$ cat src/rtl/washer_ctrl.sv
// washer_ctrl: washing-machine program sequencer covering wash (xi), rinse (piao) and spin (tuo).
// Define PAUSE_EN to let start_btn pause and resume a running program.
module washer_ctrl (
  input  logic       clk,
  input  logic       rst_n,
  input  logic       tick_1hz,
  input  logic       power_btn,
  input  logic       start_btn,
  input  logic       mode_btn,
  input  logic       weight_btn,
  output logic [3:0] state,
  output logic [2:0] status_mode,
  output logic [1:0] status_weight,
  output logic [3:0] timer_set,
  output logic [7:0] water_line,
  output logic       done
);

`ifdef PAUSE_EN
  localparam bit PauseEn = 1'b1;
`else
  localparam bit PauseEn = 1'b0;
`endif

  typedef enum logic [3:0] {
    StStart    = 4'd0,
    StXi1      = 4'd1,
    StXi2      = 4'd2,
    StPiao1    = 4'd3,
    StPiao2    = 4'd4,
    StPiao3    = 4'd5,
    StPiao4    = 4'd6,
    StTuo1     = 4'd7,
    StTuo2     = 4'd8,
    StFinish   = 4'd9,
    StShutDown = 4'd10,
    StPause    = 4'd11
  } state_e;

  state_e     state_q, state_d, saved_q, saved_d, nxt;
  logic [2:0] mode_q, mode_d;
  logic [1:0] weight_q, weight_d;
  logic [3:0] timer_q, timer_d;
  logic [7:0] water_q, water_d;

  function automatic state_e first_phase(input logic [2:0] mode);
    case (mode)
      3'd0, 3'd1, 3'd2: return StXi1;
      3'd3, 3'd4:       return StPiao1;
      default:          return StTuo1;
    endcase
  endfunction

  // Short programs leave the full sequence early, straight into finish.
  function automatic state_e next_phase(input state_e ph, input logic [2:0] mode);
    case (ph)
      StXi1:   return StXi2;
      StXi2:   return (mode == 3'd1) ? StFinish : StPiao1;
      StPiao1: return StPiao2;
      StPiao2: return StPiao3;
      StPiao3: return StPiao4;
      StPiao4: return (mode == 3'd2 || mode == 3'd3) ? StFinish : StTuo1;
      StTuo1:  return StTuo2;
      default: return StFinish;
    endcase
  endfunction

  function automatic logic [3:0] phase_len(input state_e ph, input logic [1:0] w);
    case (ph)
      StXi1, StPiao3:                   return 4'd2 + {2'b00, w};
      StXi2:                            return 4'd9;
      StPiao4:                          return 4'd6;
      StPiao1, StPiao2, StTuo1, StTuo2: return 4'd3;
      default:                          return 4'd0;
    endcase
  endfunction

  function automatic logic [7:0] water_step(input state_e ph, input logic [7:0] lvl);
    case (ph)
      StXi1, StPiao3:  return lvl + 8'd10;
      StPiao1, StTuo1: return (lvl >= 8'd10) ? lvl - 8'd10 : 8'd0;
      default:         return lvl;
    endcase
  endfunction

  always_comb begin
    state_d  = state_q;
    saved_d  = saved_q;
    mode_d   = mode_q;
    weight_d = weight_q;
    timer_d  = timer_q;
    water_d  = water_q;
    nxt      = next_phase(state_q, mode_q);

    if (power_btn) begin
      if (state_q == StShutDown) begin
        state_d = StStart;
      end else begin
        state_d  = StShutDown;
        mode_d   = 3'd0;
        weight_d = 2'd0;
        timer_d  = 4'd0;
        water_d  = 8'd0;
      end
    end else begin
      case (state_q)
        StStart: begin
          if (mode_btn) mode_d = (mode_q == 3'd5) ? 3'd0 : mode_q + 3'd1;
          if (weight_btn) weight_d = weight_q + 2'd1;
          if (start_btn) begin
            state_d = first_phase(mode_d);
            timer_d = phase_len(state_d, weight_d);
          end
        end
        StXi1, StXi2, StPiao1, StPiao2, StPiao3, StPiao4, StTuo1, StTuo2: begin
          if (PauseEn && start_btn) begin
            saved_d = state_q;
            state_d = StPause;
          end else if (tick_1hz) begin
            water_d = water_step(state_q, water_q);
            if (timer_q <= 4'd1) begin
              state_d = nxt;
              timer_d = phase_len(nxt, weight_q);
              if (nxt inside {StPiao2, StTuo2, StFinish}) water_d = 8'd0;
            end else begin
              timer_d = timer_q - 4'd1;
            end
          end
        end
        StFinish: begin
          if (start_btn) state_d = StStart;
        end
        StShutDown: begin
          state_d = StShutDown;
        end
        StPause: begin
          // Timer and water stay frozen; only the phase is restored.
          if (!PauseEn) state_d = StStart;
          else if (start_btn) state_d = saved_q;
        end
        default: state_d = StStart;
      endcase
    end
  end

  always_ff @(posedge clk or negedge rst_n) begin
    if (!rst_n) begin
      state_q  <= StStart;
      saved_q  <= StStart;
      mode_q   <= 3'd0;
      weight_q <= 2'd0;
      timer_q  <= 4'd0;
      water_q  <= 8'd0;
    end else begin
      state_q  <= state_d;
      saved_q  <= saved_d;
      mode_q   <= mode_d;
      weight_q <= weight_d;
      timer_q  <= timer_d;
      water_q  <= water_d;
    end
  end

  assign state         = state_q;
  assign status_mode   = mode_q;
  assign status_weight = weight_q;
  assign timer_set     = timer_q;
  assign water_line    = water_q;
  assign done          = (state_q == StFinish);

endmodule

$ cat config.mk
export PLATFORM = sky130hd
export DESIGN_NAME = washer_ctrl
export DESIGN_NICKNAME = d
export VERILOG_FILES = /design/src/rtl/washer_ctrl.sv
export SDC_FILE = /design/constraint.sdc
export NUM_CORES = 1
export LEC_CHECK = 0
export BUFFER_PORTS_ARGS = -buffer_cell sky130_fd_sc_hd__buf_2
export CORE_MARGIN = 2
export CORE_UTILIZATION = 28
export DETAILED_ROUTE_END_ITERATION = 8
export GPL_TIMING_DRIVEN = 0
export PLACE_DENSITY = 0.54
export REMOVE_ABC_BUFFERS = 1
export SYNTH_ARGS = -nofsm -noshare
export SYNTH_HDL_FRONTEND = slang
export SYNTH_SLANG_ARGS = --single-unit
$ cat constraint.sdc
create_clock -name clk -period 2.45 [get_ports clk]
set_input_delay 0.1225 -clock clk [delete_from_list [all_inputs] [get_ports clk]]
set_output_delay 0.1225 -clock clk [all_outputs]
set_load 0.02 [all_outputs]
==> results.txt, run 1 <==
The first-pass GRT wire length is 9239 um, and the relative contribution of combinational cells to total power is 58.4%. The run gives 0.007608 sq mm as the area of the die. Counting I/O delays and the setup requirement, the final critical path takes 2.314 ns.

After Yosys synthesis, XOR and XNOR cells account for 2.710% of the synthesized area. Clock tree synthesis found a total of 21 sinks. The leakage power summed over all cells was 0.0008847 uW; the first-pass iteration count of the detailed router was 5.

Max-cap violations in this run came to 0. The clock tree buffer depth is 2. The area occupied by multi-input gates was 0.001290 sq mm; the share of flip-flops with an asynchronous set or reset after synthesis was 100.0%. In this run the power density over the cells is 1015 mW/mm^2. Summed over all failing endpoints, the final setup total negative slack is 0 ns. Summing the areas of all fa, ha and maj instances in the mapped netlist gives 3.226% of the synthesized area. The design area is 0.002147 sq mm.

The root buffer cell was sky130_fd_sc_hd__clkbuf_8. The data arrival time of the critical path is 2.50 ns, and the part of the power in the clock network is 11.1%. Clock slew at the register clock pins of the worst setup and hold paths: 0.09 ns. Launching element type of the critical path: a flop.

The floorplan has 30 rows. The number of synthesized flops with an enable pin is 0. For the final wirelength, the log shows 5421 um. Synthesized-area fraction occupied by and/or/nand/nor cells: 25.68%.

The count of input and output buffers is 28. The number of warnings printed during yosys synthesis was 0. The maximum number of pins on one net before global-route repair is 25, and the proportion of layout cells with a drive suffix above 1 is 16.92%. The number of nets in the final layout was 279; the worst-case headroom to the max-slew limit was 44.41%. The average wire per standard cell came out at 15.67 um.

The sequential fraction of the synthesis area was 27.10%; the total standard cell area after synthesis was 0.001939 sq mm. For this block, the initial DRC count from the detailed router was 107. Synthesis handed over a netlist of 251 instances. The tools report the internal cell power as 1052 uW. Count of final max-slew check failures: 0.

Setup repair after global routing left no endpoint under its margin. The layout has 735 filler cells. The number of vias per cell is 5.697, and the transition time of the tightest slew-check pin is 0.8320 ns.

The kind of capture point of the worst setup path was a flop. Initial antenna violation count: 0. From left edge to right edge, the die measures 87.23 um. A synthesized cell averages 7.727 sq um. Across the VDD grid, the largest voltage drop is 0.3708 mV. The flow ran to the end, and the final reports show no timing, DRC or antenna violations. The largest individual stage delay along the critical path comes from the cell sky130_fd_sc_hd__dfrtp_1. The most used flip-flop cell after synthesis is sky130_fd_sc_hd__dfrtp_1. In this run the vertical extent of the chip is 87.23 um. Once detail routing completed, the nets flagged for antenna violations numbered 0. The sequential cells in the finished layout cover a total of 528.0 sq um. The run gives 0.27 ns as the insertion delay to the later sink of the worst-skew pair. The maximum cell stage delay along the critical path was 0.54 ns; the number of distinct library cells after synthesis was 65. At the end of routability-driven placement, the weighted congestion stood at 0.8185. The initial utilization of the core area, before any placement, comes to 28.70%. Compared with the post-synthesis result, the final layout area differs by 10.71%. Required arrival time at the worst endpoint: 2.64 ns. After layout, the design draws a total of 2179 uW. The setup path with the least slack is of type reg -> reg. Sequential cells burn 30.5% of the power. In this run the cell area measured after placement is 0.002090 sq mm. The maximum level of the CTS H-tree came out at 1. After detailed routing, the number of remaining DRC violations is 0. By area, the combinational part of the netlist is dominated by compound AO/OA/AOI/OAI gates.

Detailed placement ended at an HPWL of 3883 um. Across the routed clock network, the largest skew measured is 0.007679 ns. Of all nets on the critical path, the largest fanout is 12. The count of buffer and inverter cells on the critical path was 1.

The largest delay contributor family on the critical path is simple AND/OR/NAND/NOR gates. The region available for standard cell placement spans 0.006756 sq mm. Summing the areas of all compound-gate instances in the mapped netlist gives 33.81% of the synthesized area.

The mux contribution to synthesized area is 1.097%. The number of antenna diodes in the final layout is 0. The final hold violation count was 0.

In this run the count of I/O pins placed on the die edge is 29. The count of vias placed by the detailed router is 1971, and the number of CTS-inserted buffers is 3. Number of global-route vias before repair: 1841. In this run the power spent charging and discharging nets is 1127 uW.

The worst hold path class is in -> reg. The switching portion of total power is 51.72%, and the count of endpoints failing setup in the final report is 0. Counting flops and latches in the post-synthesis netlist gives 21.

The global-route total usage across every layer was 14.98%. Walking the worst path, the cells encountered are inv_1, ha_1, or3b_1, or3_1, a31o_2, and2_1, a31oi_1. Global routing finished with a remaining overflow of 0. TritonCTS built the clock tree. The fmax came out at 0.4321 GHz. Portion of the clock cycle consumed by the worst path in the final layout: 94.45%.
==> flip-flops by register name, summed over array words and instances, names as in the netlist <==
name	count
water_line	8
status_weight	2
timer_set	4
state	4
status_mode	3
==> through the flow <==
step	utilization (%)	worst slack (ns)	hold WS, ns	std cells
after global routing	31.78	0.006188	0.1850	346
after detailed placement	30.93	0.1139	0.1320	341
after CTS	31.74	0.07879	0.1542	346
after floorplan	-	0.2253	-0.1731	233
after global placement	30.93	0.09775	0.1267	341
final	31.78	0.1359	0.1662	346
==> area by class of cell <==
class,count,share of cell area [%]
multi-input cells,203,60.08
repair buffers,29,6.993
flip-flops and latches,21,24.59
inverters,9,1.573
clock buffers,4,2.098
well taps,80,4.662
==> layout by cell type, fill, tap and decap left out, types with 7 or more instances in the layout <==
cell / n
sky130_fd_sc_hd__nand2_1: 19
sky130_fd_sc_hd__a21oi_1: 20
sky130_fd_sc_hd__nor3_1: 7
sky130_fd_sc_hd__buf_2: 28
sky130_fd_sc_hd__nor2b_1: 7
sky130_fd_sc_hd__o21ai_0: 28
sky130_fd_sc_hd__inv_1: 9
sky130_fd_sc_hd__nor2_1: 21
sky130_fd_sc_hd__dfrtp_1: 19
==> metal layers <==
layer / share of wire (%) / vias up / global-route usage, %
met3: 4.9 / 6 / 2.654
met5: 0 / - / 0
met1: 48 / 936 / 21.55
met2: 46 / 61 / 23.66
li1: - / 968 / -
met4: 0.98 / 0 / 2.797
==> cell families (layout without fill, tap and decap cells) <==
kind of cell / Yosys count / count (layout)
AOI/OAI and AO/OA: 98 / 98
xor gates and xnor gates: 6 / 6
adders and majority gates: 5 / 5
buffers and inverters: 27 / 42
DFF: 21 / 21
muxes: 2 / 2
and+or+nand+nor: 92 / 92
==> Yosys cell counts, types with 2 or more instances <==
| master | number | share of area, % |
|---|---|---|
| sky130_fd_sc_hd__o21a_1 | 2 | 0.77 |
| sky130_fd_sc_hd__nor3_1 | 7 | 1.8 |
| sky130_fd_sc_hd__o21bai_1 | 2 | 0.77 |
| sky130_fd_sc_hd__o22ai_1 | 4 | 1.3 |
| sky130_fd_sc_hd__a22o_1 | 2 | 0.90 |
| sky130_fd_sc_hd__o2111ai_1 | 2 | 0.90 |
| sky130_fd_sc_hd__nand3b_1 | 2 | 0.77 |
| sky130_fd_sc_hd__xor2_1 | 5 | 2.3 |
| sky130_fd_sc_hd__buf_6 | 2 | 1.2 |
| sky130_fd_sc_hd__o21ai_1 | 2 | 0.52 |
| sky130_fd_sc_hd__inv_1 | 9 | 1.7 |
| sky130_fd_sc_hd__buf_2 | 6 | 1.5 |
| sky130_fd_sc_hd__a31oi_1 | 3 | 0.97 |
| sky130_fd_sc_hd__o211ai_1 | 2 | 0.77 |
| sky130_fd_sc_hd__o21ai_0 | 28 | 7.2 |
| sky130_fd_sc_hd__nor3b_1 | 5 | 1.9 |
| sky130_fd_sc_hd__nor2b_1 | 7 | 2.3 |
| sky130_fd_sc_hd__a21oi_1 | 20 | 5.2 |
| sky130_fd_sc_hd__nand3_1 | 5 | 1.3 |
| sky130_fd_sc_hd__a21o_1 | 3 | 1.2 |
| sky130_fd_sc_hd__and2_1 | 4 | 1.3 |
| sky130_fd_sc_hd__a31o_2 | 2 | 0.90 |
| sky130_fd_sc_hd__nand2b_1 | 4 | 1.3 |
| sky130_fd_sc_hd__or3b_2 | 2 | 0.90 |
| sky130_fd_sc_hd__clkbuf_1 | 9 | 1.7 |
| sky130_fd_sc_hd__nor2_1 | 21 | 4.1 |
| sky130_fd_sc_hd__nor4_1 | 4 | 1.3 |
| sky130_fd_sc_hd__ha_1 | 5 | 3.2 |
| sky130_fd_sc_hd__dfrtp_1 | 21 | 27 |
| sky130_fd_sc_hd__o31ai_1 | 2 | 0.77 |
| sky130_fd_sc_hd__nand2_1 | 19 | 3.7 |
| sky130_fd_sc_hd__a21boi_0 | 2 | 0.77 |
| sky130_fd_sc_hd__a211oi_1 | 5 | 1.9 |
| sky130_fd_sc_hd__or2_2 | 2 | 0.65 |
==> repair_timing <==
action,in CTS,in global routing
buffers inserted,0,0
endpoints found under the setup margin,0,5
gates resized for setup,0,3
hold buffers,1,0
hold endpoints to repair,21,0
==> path summary, 6_finish.rpt <==
check | start | to | slack, ns | depth (start not counted)
max in group asynchronous | rst_n | status_mode[1]$_DFFE_PN0P_ | 1.71 | 2
min | weight_btn | status_weight[0]$_DFFE_PN0P_ | 0.17 | 3
max | status_mode[2]$_DFFE_PN0P_ | water_line[5]$_DFFE_PN0P_ | 0.14 | 7
min in group asynchronous | rst_n | status_weight[0]$_DFFE_PN0P_ | 0.36 | 2
max reg2reg | status_mode[2]$_DFFE_PN0P_ | water_line[5]$_DFFE_PN0P_ | 0.14 | 7
min reg2reg | water_line[0]$_DFFE_PN0P_ | water_line[0]$_DFFE_PN0P_ | 0.56 | 1
==> power by group through the flow <==
stage          sequential (uW)  combinational, uW  clock (uW)
5_1_grt                    701               1430         276
2_1_floorplan              699                864           0
3_5_place_dp               666               1270           0
4_1_cts                    658               1270         260
3_3_place_gp               669               1260           0
6_report                   665               1270         241
==> worst register-to-register path: stages, from the launching register on <==
cell,delay [ns]
sky130_fd_sc_hd__dfrtp_1,0.54
sky130_fd_sc_hd__inv_1,0.10
sky130_fd_sc_hd__ha_1,0.22
sky130_fd_sc_hd__or3b_1,0.35
sky130_fd_sc_hd__or3_1,0.40
sky130_fd_sc_hd__a31o_2,0.26
sky130_fd_sc_hd__and2_1,0.21
sky130_fd_sc_hd__a31oi_1,0.15
Power figures use the tool's default switching activity.
==> inputs of run 2 (changes only) <==
Settings changed: CELL_PAD_IN_SITES_DETAIL_PLACEMENT from default to 0, CELL_PAD_IN_SITES_GLOBAL_PLACEMENT from default to 1, HOLD_SLACK_MARGIN from default to 0.15, PLACE_DENSITY 0.54 to 0.66.
Clock period 2.45 ns to 2.89 ns, I/O delays scaled along.
==> run 2 against run 1 <==
Against the previous run:
- sequential power is 15% lower
- die area stayed put
- global-route usage is 0.52 points higher
- wire length is 2.2% higher
- setup slack better by 0.40 ns
- critical path depth stayed put
- critical endpoint unchanged
- largest cell class unchanged
- highest routed layer unchanged
==> results.txt, run 2 (synthesis results as in run 1) <==
Flip-flop count of the largest register, all copies and words added: 8 (unchanged). The critical path starts at status_mode[0]$_DFFE_PN0P_. The run gives 0 (unchanged) as the initial antenna violation count. The worst hold path belongs to the class in -> reg. For the global-route total usage across every layer, the log shows 15.50% (+0.52 points). The count of endpoints failing setup in the final report was 0 (unchanged); the leakage power summed over all cells was 0.0008903 uW (+0.64%). Endpoint of the most critical register-to-register path: water_line[5]$_DFFE_PN0P_. For the required arrival time at the worst endpoint, the log shows 3.09 ns (+0.45 ns).

The time the worst path needs with I/O delays and setup is 2.354 ns (+0.04043 ns), and the insertion delay to the later sink of the worst-skew pair is 0.27 ns (about the same). The remaining design rule violation count is 0 (unchanged), and the vertical die dimension is 87.23 um (unchanged). The run gives 0.8239 (+0.66%) as the weighted congestion reported at the end of routability-driven placement.

The slowest stage of the critical path belongs to the cell sky130_fd_sc_hd__dfrtp_1. The run gives 0 (unchanged) as the final hold violation count. The path length in cells of the critical path was 7 (unchanged). The worst-case register-to-register setup slack came out at 0.54 ns (+0.40 ns). For the maximum number of pins on one net before global-route repair, the log shows 25 (unchanged). The count of vias placed by the detailed router was 1949 (-1.1%); the worst reg-to-reg path cell count was 7 (unchanged).

The logs give 1 (unchanged) for the maximum level of the CTS H-tree and 0.2674 mV (-28%) for the maximum vdd drop. The tools report the fmax as 0.4247 GHz (-1.7%). The run gives 1891 (+2.7%) as the number of global-route vias before repair.

The launching element type of the critical path was a flop. The portion of the clock cycle consumed by the worst path in the final layout came out at 81.47% (-13 points). The average wire per standard cell is 16.01 um (+2.2%).

The data arrival time of the critical path came out at 2.55 ns (+0.05 ns). The signal on the critical path passes through and2_1, ha_1, or3b_1, or3_1, a31o_2, and2_1, a31oi_1. The run finished with clean final reports. The clock skew came out at 0.002450 ns (-0.005229 ns). The power density over cell area works out to 869.1 mW/mm^2 (-14%). Kind of capture point of the worst setup path: a flop. The proportion of layout cells with a drive suffix above 1 is 16.54% (-0.38 points), and the pre-CTS setup slack is 0.5563 ns (+0.4424 ns). The maximum fanout count along the critical path is 15 (+3). The floorplan die width is 87.23 um (unchanged), and the worst-case headroom to the max-slew limit is 46.62% (+2.2 points).

For the core occupancy in the finished layout, the log shows 31.76% (about the same). In this run the critical register-to-register path is launched from status_mode[0]$_DFFE_PN0P_. Max-cap violation count: 0 (unchanged). Clock tree buffer depth: 2 (unchanged). The maximum cell stage delay along the critical path came out at 0.52 ns (-0.02 ns).

The logs give 29 (unchanged) for the top-level I/O count and 1865 uW (-14%) for the total power draw. Residual overflow from global routing: 0 (unchanged). The capturing element of the worst setup path is water_line[5]$_DFFE_PN0P_.

The count of buffer and inverter cells on the critical path works out to 0 (-1). The transition time of the tightest slew-check pin is 0.7989 ns (-0.03305 ns). The number of setup buffers added after CTS came out at 0 (unchanged).

The tools report the area of the core as 0.006756 sq mm (unchanged). The initial cell density of the core is 28.70% (unchanged), and the post-detailed-route count of antenna-violating nets is 0 (unchanged). The clock slew at the register clock pins of the worst setup and hold paths is 0.09 ns (about the same). The violation count after the first detailed-routing iteration came out at 125 (+17%). The first-pass iteration count of the detailed router was 4 (-1). The number of sinks on the clock net was 21 (unchanged). The largest delay contributor family on the critical path was simple AND/OR/NAND/NOR gates.

The final wirelength came out at 5538 um (+2.2%). The tools report the number of cell rows as 30 (unchanged). The count of input and output buffers came out at 28 (unchanged). The kind of critical path is reg -> reg.

TritonCTS built the clock tree. Setup repair after global routing left no endpoint under its margin. Post-route setup TNS: 0 ns (unchanged). The number of nets in the final layout is 279 (unchanged). Smallest setup slack after layout: 0.5355 ns (+0.3996 ns). Most common cell type on the critical path: sky130_fd_sc_hd__and2_1.

The first-pass GRT wire length is 9487 um (+2.7%), and the area added between synthesis and finish is 10.65% (about the same). The number of vias per cell was 5.633 (-1.1%); the placed wire-length estimate was 4001 um (+3.0%). The area of the die is 0.007608 sq mm (unchanged), and the count of final max-slew check failures is 0 (unchanged).

Antenna diode instance count: 0 (unchanged). The number of CTS-inserted buffers is 3 (unchanged). Leaving out fill and tap cells, the most frequent cells in the layout are sky130_fd_sc_hd__o21ai_0 (28), sky130_fd_sc_hd__buf_2 (28), sky130_fd_sc_hd__nor2_1 (21), sky130_fd_sc_hd__dfrtp_1 (21), sky130_fd_sc_hd__a21oi_1 (20).

The tree is rooted in a sky130_fd_sc_hd__clkbuf_8.
-- run 2: cell count changes in the layout (fill, tap and decap cells not counted) --
cell | previous run | this run
sky130_fd_sc_hd__clkbuf_1 | 1 | 0
sky130_fd_sc_hd__clkinv_2 | 0 | 1
sky130_fd_sc_hd__a21boi_1 | 1 | 0
sky130_fd_sc_hd__dfrtp_2 | 2 | 0
sky130_fd_sc_hd__dfrtp_1 | 19 | 21
sky130_fd_sc_hd__a21boi_0 | 1 | 2
-- run 2: final cells by class --
cell class / instances / area, sq um
fill: 762 / 4611
multi-input combinational: 203 / 1290
sequential: 21 / 525.5
timing repair buffer: 29 / 150.1
tap: 80 / 100.1
clock buffer: 3 / 41.29
inverter: 9 / 33.78
clock inverter: 1 / 5.005
-- run 2: repair_timing --
action / CTS / global route
gates resized for setup: 0 / 0
endpoints found under the setup margin: 0 / 0
hold endpoints to repair: 21 / 0
hold buffers: 1 / 0
-- run 2: power by group --
group	total (uW)	switching (uW)	leakage [uW]	internal, uW
clock	214	118	0.0000255	96.7
sequential	568	211	0.000283	357
combinational	1080	648	0.000582	435
total	1860	976	0.000890	889
-- run 2: worst min path at each step --
stage	startpoint	end	slack, ns	cells past startpoint
4_1_cts	weight_btn	status_weight[0]$_DFFE_PN0P_	0.17	3
5_1_grt	weight_btn	status_weight[0]$_DFFE_PN0P_	0.20	3
2_1_floorplan	rst_n	state[0]$_DFFE_PN0P_	-0.15	0
3_5_place_dp	rst_n	water_line[0]$_DFFE_PN0P_	0.15	1
6_report	weight_btn	status_weight[0]$_DFFE_PN0P_	0.17	3
3_3_place_gp	rst_n	water_line[1]$_DFFE_PN0P_	0.15	1
-- run 2: per-layer routing --
layer  wire, um  share of wire [%]  GRT usage (%)  up-vias
met4         48               0.87          3.916        0
met1       2699                 49          21.13      919
li1           -                  -              -      967
met2       2565                 46          25.40       56
met5          0                  0              0        -
met3        224                4.0          2.749        7
-- run 2: worst register-to-register path, stage by stage, from the launching register on --
cell                      delay, ns
sky130_fd_sc_hd__dfrtp_1       0.52
sky130_fd_sc_hd__and2_1        0.21
sky130_fd_sc_hd__ha_1          0.18
sky130_fd_sc_hd__or3b_1        0.35
sky130_fd_sc_hd__or3_1         0.41
sky130_fd_sc_hd__a31o_2        0.27
sky130_fd_sc_hd__and2_1        0.19
sky130_fd_sc_hd__a31oi_1       0.15
-- run 2: metrics by stage --
step	instance area, sq um	instances	hold slack, ns
finish	2146	346	0.1672
global route	2146	346	0.1950
CTS	2146	346	0.1660
detailed placement	2090	341	0.1518
global placement	2090	341	0.1512
floorplan	1849	233	-0.1511
==> inputs of run 3 (changes only) <==
Settings changed: PLACE_DENSITY 0.66 to 0.68.
Clock period 2.89 ns to 2.04 ns, I/O delays scaled along.
==> run 3 against run 2 <==
Against the previous run:
- maximum frequency increased by 15%
- setup slack got worse by 0.54 ns
- non-clock buffer count increased by 5
- power increased by 50%
- sequential power increased by 43%
- wire length increased by 2.4%
- hold slack improved by 0.030 ns
- sequential share of layout area decreased by 0.85 points
- critical path depth unchanged
- largest power group unchanged
==> results.txt, run 3 (synthesis results as in run 1) <==
The flow ran to the end, and the final reports show no timing, DRC or antenna violations. The initial cell density of the core is 28.70% (unchanged), and the final wirelength is 5671 um (+2.4%). The tools report the final hold violation count as 0 (unchanged). The proportion of layout cells with a drive suffix above 1 was 24.35% (+7.8 points). The run gives 0.7672 (-6.9%) as the weighted congestion reported at the end of routability-driven placement. Max-cap violation count: 0 (unchanged). The logs give 0.0001761 ns (-0.5353 ns) for the smallest setup slack after layout and 715 (-6.2%) for the number of fill cells. For the violation count after the first detailed-routing iteration, the log shows 143 (+14%). The run gives 0.1967 ns (+0.02951 ns) as the hold slack. Portion of the clock cycle consumed by the worst path in the final layout: 99.99% (+19 points).

The maximum fanout count along the critical path is 3 (-12), and the remaining design rule violation count is 0 (unchanged). The worst hold path class is in -> reg. The run gives 0.007608 sq mm (unchanged) as the area of the die. For the number of CTS-inserted buffers, the log shows 3 (unchanged). The cell sitting at the root of the clock tree is a sky130_fd_sc_hd__clkbuf_8. The count of input and output buffers is 28 (unchanged), and the initial antenna violation count is 0 (unchanged). The logs give 0 (unchanged) for the antenna diode instance count and 25 (unchanged) for the maximum number of pins on one net before global-route repair.

The clock tree buffer depth was 2 (unchanged). For the insertion delay to the later sink of the worst-skew pair, the log shows 0.28 ns (about the same). The tools report the residual overflow from global routing as 0 (unchanged). The fmax is 0.4902 GHz (+15%), and the number of sinks on the clock net is 21 (unchanged). The logs give 0 (unchanged) for the count of endpoints failing setup in the final report and 0 (unchanged) for the post-detailed-route count of antenna-violating nets.

For the first-pass GRT wire length, the log shows 9363 um (-1.3%). The number of cell rows was 30 (unchanged); the design area was 0.002271 sq mm (+5.8%). The number of global-route vias before repair was 1811 (-4.2%); the flip-flop count of the largest register, all copies and words added was 8 (unchanged). Count of final max-slew check failures: 0 (unchanged). Setup repair after global routing could not meet its margin everywhere.

The average wire per standard cell works out to 16.16 um (+0.94%). The tools report the cell area reported after detailed placement as 0.002090 sq mm (unchanged). The worst-case headroom to the max-slew limit is 54.12% (+7.5 points), and the global-route total usage across every layer is 15.50% (about the same). The power density over cell area works out to 1231 mW/mm^2 (+42%). Time the worst path needs with I/O delays and setup: 2.040 ns (-0.3147 ns). The maximum level of the CTS H-tree is 1 (unchanged), and the combined flip-flop and latch cell area is 536.8 sq um (+2.1%). TritonCTS built the clock tree. From synthesis to final layout, the design area changed by 17.10%. The top cell types in the final layout, fill and taps aside, are sky130_fd_sc_hd__buf_2 (28), sky130_fd_sc_hd__o21ai_0 (27), sky130_fd_sc_hd__nor2_1 (20), sky130_fd_sc_hd__a21oi_1 (19), sky130_fd_sc_hd__nand2_1 (19). The tools report the data arrival time of the critical path as 2.25 ns (-0.30 ns). The number of vias per cell was 5.652 (+0.35%). The launching element type of the critical path is a flop. Clock skew: 0.005709 ns (+0.003259 ns).

The kind of capture point of the worst setup path is a flop. Placed wire-length estimate: 3909 um (-2.3%). The maximum vdd drop was 0.4422 mV (+65%); the area of the core was 0.006756 sq mm (unchanged).

The tools report the number of nets in the final layout as 284 (+1.8%). The critical path in this run is classified as reg -> reg. The floorplan die width is 87.23 um (unchanged), and the count of vias placed by the detailed router is 1984 (+1.8%). The leakage power summed over all cells is 0.0009234 uW (+3.7%), and the first-pass iteration count of the detailed router is 4 (unchanged).

The logs give 29 (unchanged) for the top-level I/O count and 0.001364 sq mm (+5.7%) for the area occupied by multi-input gates. Pre-CTS setup slack: -0.2985 ns (-0.8548 ns). Vertical die dimension: 87.23 um (unchanged). Leaving out fill and tap cells, the most frequent cell in the layout is sky130_fd_sc_hd__buf_2. The required arrival time at the worst endpoint came out at 2.25 ns (-0.84 ns). The transition time of the tightest slew-check pin works out to 0.6810 ns (-0.1179 ns). The clock slew at the register clock pins of the worst setup and hold paths works out to 0.09 ns (about the same).
[run 3: cell count changes in the layout (fill, tap and decap cells not counted), sizes merged]
| cell | change |
|---|---|
| buf | +4 |
| dlygate4sd3 | +1 |
[run 3: worst paths after layout]
path                                                  from                          to  slack, ns  cells after the start
worst max-delay path            status_mode[1]$_DFFE_PN0P_   water_line[5]$_DFFE_PN0P_     0.0002                      7
worst min-delay path                              mode_btn  status_mode[0]$_DFFE_PN0P_       0.20                      3
worst max register to register  status_mode[1]$_DFFE_PN0P_   water_line[5]$_DFFE_PN0P_     0.0002                      7
worst min register to register   water_line[0]$_DFFE_PN0P_   water_line[0]$_DFFE_PN0P_       0.54                      1
max in group asynchronous                            rst_n        state[3]$_DFFE_PN0P_       1.32                      2
min in group asynchronous                            rst_n   water_line[2]$_DFFE_PN0P_       0.33                      2
[run 3: report_power, final]
part	switching, uW	internal [uW]
clock network	169	137
registers	291	520
logic	987	692
[run 3: worst max-delay path: stages, from the launching register on]
cell	delay, ns
sky130_fd_sc_hd__dfrtp_2	0.42
sky130_fd_sc_hd__and2_4	0.16
sky130_fd_sc_hd__ha_4	0.15
sky130_fd_sc_hd__or3b_4	0.36
sky130_fd_sc_hd__or3_4	0.35
sky130_fd_sc_hd__a31o_4	0.24
sky130_fd_sc_hd__and2_4	0.17
sky130_fd_sc_hd__a31oi_1	0.12
[run 3: stage by stage]
step	setup TNS (ns)	util [%]	std cells	power, uW
CTS	0	33.30	351	2756
floorplan	-0.9584	-	233	1877
detailed placement	-3.014	30.93	341	2339
global placement	-3.272	30.93	341	2347
finish	0	33.61	351	2795
global route	-0.4215	33.61	351	3035
[run 3: cell type report]
class / instances / share of cell area (%)
multi-input cells: 203 / 60.06
flip-flops and latches: 21 / 23.64
repair buffers: 34 / 8.375
well taps: 80 / 4.408
clock buffers: 3 / 1.818
inverters: 9 / 1.488
clock inverters: 1 / 0.2204
[run 3: what timing repair did]
| item | in CTS | in global routing |
|---|---|---|
| hold endpoints to repair | 22 | 0 |
| setup buffers | 4 | 0 |
| hold buffers | 2 | 0 |
| pin swaps | 1 | 1 |
| resized for setup | 18 | 6 |
| setup endpoints to repair | 21 | 16 |
[run 3: layer usage]
metal,GRT usage (%),part of all wire [%]
met1,22.20,48
met2,24.22,46
met3,2.654,4.5
met4,3.776,0.90
met5,0,0
